--- src/rtl/r2mdc_stage_ctrl.sv ---
// Sequencer for one R2MDC FFT stage: delay-line pointers, commutator select, twiddle index, output strobes.
// Optional sticky protocol-error flag o_err_overrun when R2MDC_CTRL_ERR_EN is defined.
//
// state   | meaning
// S_IDLE  | waiting for in_valid & frame_start (pair 0 of a frame)
// S_RUN   | accepting pairs 0..NUM_PAIRS-1; in_valid=0 stalls
// S_DRAIN | flushing the last D samples out of the delay line
module r2mdc_stage_ctrl #(
   parameter int NUM_PAIRS = 32,
   parameter int STAGE     = 0,
   parameter int CNT_W     = 5
) (
   input  logic             i_clk,
   input  logic             i_rst,
   input  logic             i_in_valid,
   input  logic             i_frame_start,
   output logic             o_dly_wr_en,
   output logic [CNT_W-1:0] o_dly_addr,
   output logic             o_cm_swap,
   output logic [CNT_W-1:0] o_tw_addr,
   output logic             o_out_valid,
   output logic             o_frame_done
`ifdef R2MDC_CTRL_ERR_EN
   ,
   output logic             o_err_overrun
`endif
);

   localparam int DEPTH    = NUM_PAIRS >> (STAGE + 1);
   localparam int SWAP_BIT = CNT_W - 1 - STAGE;
   localparam logic [CNT_W-1:0] L_DEPTH = CNT_W'(DEPTH);
   localparam logic [CNT_W-1:0] L_DLAST = CNT_W'(DEPTH - 1);
   localparam logic [CNT_W-1:0] L_PLAST = CNT_W'(NUM_PAIRS - 1);
   localparam logic [CNT_W-1:0] L_ONE   = CNT_W'(1);

   typedef enum logic [1:0] {
      S_IDLE  = 2'd0,
      S_RUN   = 2'd1,
      S_DRAIN = 2'd2
   } state_t;

   state_t           r_state;
   logic [CNT_W-1:0] r_cnt;
   logic [CNT_W-1:0] r_wptr;
   logic [CNT_W-1:0] r_drain;
   logic [CNT_W-1:0] r_emit;

   state_t           w_state_nxt;
   logic             w_accept;
   logic             w_drain_step;
   logic             w_adv;
   logic             w_emit;
   logic [CNT_W-1:0] w_cnt_nxt;
   logic [CNT_W-1:0] w_wptr_nxt;
   logic [CNT_W-1:0] w_drain_nxt;
   logic [CNT_W-1:0] w_emit_nxt;

   always_comb begin
      w_state_nxt  = r_state;
      w_accept     = 1'b0;
      w_drain_step = 1'b0;
      case (r_state)
         S_IDLE: begin
            if (i_in_valid && i_frame_start) begin
               w_accept    = 1'b1;
               w_state_nxt = S_RUN;
            end
         end
         S_RUN: begin
            if (i_in_valid) begin
               w_accept = 1'b1;
               if (r_cnt == L_PLAST) w_state_nxt = S_DRAIN;
            end
         end
         S_DRAIN: begin
            if (i_in_valid && i_frame_start) begin
               w_accept    = 1'b1;
               w_state_nxt = S_RUN;
            end else begin
               w_drain_step = 1'b1;
               if (r_drain <= L_ONE) w_state_nxt = S_IDLE;
            end
         end
         default: w_state_nxt = S_IDLE;
      endcase

      w_adv = w_accept | w_drain_step;
      // A new frame's early pairs push out whatever the previous frame left in the delay line.
      w_emit = w_drain_step | (w_accept & ((r_cnt >= L_DEPTH) | (r_drain != '0)));

      w_cnt_nxt  = w_accept ? (r_cnt + L_ONE) : r_cnt;
      w_wptr_nxt = r_wptr;
      if (w_adv) w_wptr_nxt = (r_wptr == L_DLAST) ? '0 : (r_wptr + L_ONE);

      w_drain_nxt = r_drain;
      if (w_accept && (r_cnt == L_PLAST))  w_drain_nxt = L_DEPTH;
      else if (w_emit && (r_drain != '0)) w_drain_nxt = r_drain - L_ONE;

      w_emit_nxt = w_emit ? (r_emit + L_ONE) : r_emit;
   end

   always_ff @(posedge i_clk) begin
      if (i_rst) begin
         r_state      <= S_IDLE;
         r_cnt        <= '0;
         r_wptr       <= '0;
         r_drain      <= '0;
         r_emit       <= '0;
         o_dly_wr_en  <= 1'b0;
         o_dly_addr   <= '0;
         o_cm_swap    <= 1'b0;
         o_tw_addr    <= '0;
         o_out_valid  <= 1'b0;
         o_frame_done <= 1'b0;
      end else begin
         r_state      <= w_state_nxt;
         r_cnt        <= w_cnt_nxt;
         r_wptr       <= w_wptr_nxt;
         r_drain      <= w_drain_nxt;
         r_emit       <= w_emit_nxt;
         o_dly_wr_en  <= w_adv;
         o_dly_addr   <= w_adv ? r_wptr : '0;
         o_cm_swap    <= w_emit & r_emit[SWAP_BIT];
         o_tw_addr    <= w_emit ? (r_emit << STAGE) : '0;
         o_out_valid  <= w_emit;
         o_frame_done <= w_emit & (r_emit == L_PLAST);
      end
   end

`ifdef R2MDC_CTRL_ERR_EN
   logic w_err;

   always_comb begin
      w_err = ((r_state == S_IDLE) && i_in_valid && !i_frame_start) ||
              ((r_state == S_RUN) && i_in_valid && i_frame_start && (r_cnt != '0));
   end

   always_ff @(posedge i_clk) begin
      if (i_rst)      o_err_overrun <= 1'b0;
      else if (w_err) o_err_overrun <= 1'b1;
   end
`endif

endmodule

--- config.mk ---
export PLATFORM = sky130hd
export DESIGN_NAME = r2mdc_stage_ctrl
export DESIGN_NICKNAME = d
export VERILOG_FILES = /design/src/rtl/r2mdc_stage_ctrl.sv
export SDC_FILE = /design/constraint.sdc
export NUM_CORES = 1
export LEC_CHECK = 0
export ABC_AREA = 1
export BUFFER_PORTS_ARGS = -buffer_cell sky130_fd_sc_hd__buf_2
export CAP_MARGIN = 20
export CORE_MARGIN = 2
export CORE_UTILIZATION = 40
export DETAILED_ROUTE_END_ITERATION = 7
export PLACE_DENSITY = 0.56
export SETUP_SLACK_MARGIN = 0.1
export SKIP_CTS_REPAIR_TIMING = 1
export SLEW_MARGIN = 20
export SYNTH_ARGS = -nofsm -noshare
export SYNTH_HDL_FRONTEND = slang
export SYNTH_SLANG_ARGS = --single-unit
--- constraint.sdc ---
create_clock -name i_clk -period 1.5 [get_ports i_clk]
set_input_delay 0.225 -clock i_clk [delete_from_list [all_inputs] [get_ports i_clk]]
set_output_delay 0.225 -clock i_clk [all_outputs]
set_load 0.1 [all_outputs]
After elaboration in Yosys (flattened, before gate mapping) --
Index checks and enable logic that the tools add are counted.
Operators by class: $lt $le $gt $ge 2, mux-type cells 14, equal/unequal tests 9, bitwise operators 8, reductions and logical operators 11, $add $sub $neg 4
Operator list (count):
- 5-bit by 1-bit adder with 5-bit output (second input constant) | 3
- 5-bit 2-to-1 mux | 3
- 5-bit equality test (second input constant) | 2
- 2-bit 2-to-1 mux | 5
- 2-bit OR reduction | 4
- 2-bit != test (second input constant) | 3
- 2-bit one-hot mux with 3 select lines | 1
- 5-bit by 4-bit equality test with 1-bit output (second input constant) | 1
- 5-bit greater-or-equal comparator (second input constant) | 1
- 5-bit by 1-bit <= comparator with 1-bit output (second input constant) | 1
- 5-bit nonzero test | 1
- 5-bit by 1-bit subtractor with 5-bit output (second input constant) | 1
- 1-bit 2-to-1 mux | 4
- 4-bit AND reduction | 1
- 1-bit AND | 3
- 1-bit logical AND | 3
- 3-bit != test (second input constant) | 1
- 1-bit OR | 3
- 2-bit by 1-bit equality test with 1-bit output (second input constant) | 1
- 2-bit equality test (second input constant) | 1
- 2-bit zero test | 1
- 1-bit NOT | 2
- 1-bit one-hot mux with 2 select lines | 1
- 2-bit nonzero test | 1
Storage, ports and cells: word-level logic and storage cells 60, output and inout bits 14, input bits 4, flip-flop bits (word level) 36

Logic depth before layout (Yosys ltp) --
word-level depth 8, mapped depth 12, mapped depth without buffers 12

Worst setup path after synthesis --
No wires, ideal clock.
path kind flip-flop to flip-flop, from reg r_drain[0], to reg r_emit[4], data required time 1.384 ns, arrival time 1.200 ns, slack 0.184 ns, setup time 0.116 ns, stages on the path, launching flop included 10, buffers on the path 0, cell sequence dfxtp_1 -> inv_1 -> ha_1 -> inv_1 -> nor2_1 -> nand3_1 -> nand2_4 -> nand2_4 -> o21ai_0 -> nor2_1
Between the ends: cells in the longest elaborated chain, start to end 4
Ends and longest elaborated chain:
- start: declaration | RTL line 45 | logic [CNT_W-1:0] r_drain;
- start signal: assignment | RTL line 119 | r_drain <= w_drain_nxt;
- 5-bit nonzero test | RTL line 89 | w_emit = w_drain_step | (w_accept & ((r_cnt >= L_DEPTH) | (r_drain != '0)));
- 1-bit OR | RTL line 89
- 1-bit AND | RTL line 89
- 1-bit OR | RTL line 89
- end signal: assignment | RTL line 120 | r_emit <= w_emit_nxt;
- end: declaration | RTL line 46 | logic [CNT_W-1:0] r_emit;
Every way passes these cells. A chain may end at the register's enable or synchronous reset.

Worst setup path after layout --
from reg r_cnt[1], to reg r_state[0]
Between the ends: cells in the longest elaborated chain, start to end 3
Ends and longest elaborated chain:
- start: declaration | RTL line 43 | logic [CNT_W-1:0] r_cnt;
- start signal: assignment | RTL line 117 | r_cnt <= w_cnt_nxt;
- 5-bit equality test | RTL line 72 | if (r_cnt == L_PLAST) w_state_nxt = S_DRAIN;
- 2-bit != test (no source line)
- 4-bit AND reduction (no source line)
- end signal: assignment | RTL line 116 | r_state <= w_state_nxt;
- end: declaration | RTL line 42 | state_t r_state;
Every way passes these cells.

==> summary.md <==
| Metric | Value |
|---|---|
| Dpl cells | ~260 |
| CP Capture Type | register |
| Clock Tree Root | clkbuf_8 |
| Clk buf depth | 2 |
| H-tree Lvls | 2 |
| Core footprint | between 3000 and 4000 sq um |
| Post-route cell area | ~1900 sq um |
| Die Span X | around 66 microns |
| Hold_sp | i_frame_start |
| GRT Overall Usage | 0.135 |
| WHS | between 0.2 and 0.25 ns |
| Post-DP Area | between 1500 and 2000 sq um |
| Routed wire per std cell | 10.6 microns |
| DRC viols | 0 |
| Final std cells w/o fill | ~270 |
| Std cell rows | 22 |
| CP required | 1.67 ns |
| Peak supply drop | a little over 0.0005 V |
| Max Fclk | slightly above 700 MHz |
| Drt total wl | between 2 and 3 mm |
| Initial Utilization | 0.420 |
| Final hold vios | 0 |
| Period minus WS final | 1.42 ns |
| Initial antenna violation count | 0 |
| Drt pass-1 iters | 4 |
| Worst min path class | input pin to register |
| CP arrival | 1.59 ns |
| Final net count | about 240 |
| Worst Path Max Fanout | 3 |
| N_diodes | 0 |
| Pleak | around 0.86 nW |
| Met2 Usage GRT | 0.249 |
| Drt initial violations | about 40 |
| Power Total | 0.00211 W |
| Gr ovfl total | 0 |
| Tcrit/Tclk final | 0.947 |
| Port Buf Inserts | 17 |
| GR peak layer | met2 |
| Vias/cell | 4.75 |
| RR Endpoint | r_state[0] |
| Final Setup Violations | 0 |
| Critical Path End | r_state[0] |
| Most frequent cells in the layout | nor2_1, dfxtp_1, inv_1 |
| Slew HR | 0.680 |
| WS Path Type | register to register |
| Power density over cell area | ~1100 nW/um^2 |
| P&R area growth vs syn | 22.9% |
| GR Util met1 | 0.135 |
| Clock Sinks | 36 |
| Chip height | 66.5 microns |
| Reg area | 727 sq um |
| Top Ports | 18 |
| Layout fillers | around 370 |
| Critical Path Start | r_cnt[1] |
| MaxCap Viol Count | 0 |
| Status | completed |
| Post-synthesis register bit count | 36 |
| Clock Skew | roughly 0.0072 ns |
| Synth unique cells | 23 |
| Worst skew pair latency | 0.28 ns |
| Vias in the first global route | approximately 1100 |
| Routability cong. | ~0.83 |
| Post-synthesis sequential area ratio | 0.462 |
| Multi-input logic area | between 700 and 800 sq um |
| Final slew viol count | 0 |
| R2r setup slk | just under 0.08 ns |
| First-pass GRT wire length | approximately 4.5 mm |
| Post-Syn Nets | 211 |
| Clock transition at path regs | 0.07 ns |
| Leading cell type in the layout, fill and taps excluded | nor2_1 |
| Post-detail-place hpwl | 2.04 mm |
| Worst r2r src | r_cnt[1] |
| CTS tree | done |
| Clock buffers created by TritonCTS | 5 |
| Largest net degree at the start of global routing | 13 |
| Syn Area/Cell | approximately 8 sq um |
| ANT nets after route | 0 |
| RSZ-0062 raised after global routing | true |
| Die area | 4420 sq um |
| Fraction of layout cells with a size suffix above 1 | 0.308 |
| Syn Inst Count | 199 |
| Cell area after synthesis | between 1500 and 2000 sq um |
| Crit start category | register |
| Reg2reg path depth | 9 |
| Via count | 1291 |
| Worst-margin pin slew | roughly 0.48 ns |
| Ys Warns | 0 |
| Routing usage on met3 | 0.0372 |
cell type report:
class | instances | share of cell area
clock buffers | 7 | 0.0502
inverters | 35 | 0.0711
multi-input cells | 125 | 0.408
flip-flops and latches | 36 | 0.379
well taps | 48 | 0.0313
repair buffers | 21 | 0.0600
critical path: stages, from the launching register on:
cell,delay (ns)
dfxtp_2,0.37
ha_4,0.14
inv_2,0.04
nor3_2,0.19
ha_2,0.23
nand3_2,0.08
nand3_2,0.10
nand2_1,0.07
nand3_2,0.06
a21oi_2,0.04
per-stage QoR:
stage | worst slack, ns | utilization | setup TNS (ns)
2_1_floorplan | 0.184 | - | 0
3_3_place_gp | 0.0404 | 0.458 | 0
3_5_place_dp | 0.0140 | 0.458 | 0
4_1_cts | -0.0140 | 0.484 | -0.0150
5_1_grt | 0.0327 | 0.516 | 0
6_report | 0.0791 | 0.516 | 0
logic make-up after synthesis:
group,after synthesis,synth area share
compound gates,23,0.0778
xor+xnor,3,0.0168
fa+ha+maj,8,0.0642
buf+inv,38,0.0986
flops,36,0.462
simple gates,91,0.281
power by group:
part	internal [W]	leakage, nW	switching [W]
clock network	0.000409	0.0503	0.000310
registers	0.00100	0.294	0.0000422
logic	0.000113	0.515	0.000236
registers in the layout (all words and copies together), names as in the netlist:
signal / cells
r_wptr: 5
o_dly_wr_en: 1
o_cm_swap: 1
o_frame_done: 1
r_cnt: 5
o_dly_addr: 5
o_tw_addr: 5
r_drain: 5
r_emit: 5
o_out_valid: 1
r_state: 2
layer usage:
metal	part of all wire	wire length [microns]
met4	0.020	57
met2	0.51	1470
met5	0	0
met3	0.039	113
met1	0.43	1240
how the worst min path moves through the flow:
stage               slack, ns  cells past startpoint            to
finish                   0.25                      3    r_state[0]
global route             0.27                      3    r_state[0]
CTS                      0.25                      3    r_state[0]
detailed placement       0.46                      2  o_tw_addr[1]
global placement         0.46                      2  o_tw_addr[1]
floorplan                0.37                      3    r_drain[1]
cells in the mapped netlist:
| cell | count | area, sq um |
|---|---|---|
| nand4_1 | 2 | 12.5 |
| nand3_2 | 3 | 30.0 |
| o211ai_1 | 1 | 7.51 |
| nand2_4 | 4 | 45.0 |
| a21oi_1 | 15 | 75.1 |
| inv_4 | 1 | 6.26 |
| nor2_4 | 1 | 11.3 |
| inv_2 | 1 | 3.75 |
| buf_6 | 1 | 11.3 |
| a21oi_2 | 1 | 8.76 |
| nand3_1 | 17 | 85.1 |
| xor2_1 | 3 | 26.3 |
| o21ai_0 | 6 | 30.0 |
| nor3_1 | 3 | 15.0 |
| nand2_1 | 24 | 90.1 |
| ha_1 | 8 | 100 |
| nor2_1 | 34 | 128 |
| dfxtp_1 | 36 | 721 |
| buf_2 | 1 | 5.00 |
| inv_1 | 33 | 124 |
| clkbuf_1 | 1 | 3.75 |
| nor2_2 | 1 | 6.26 |
| nand3b_1 | 2 | 15.0 |
Power figures use the tool's default switching activity.
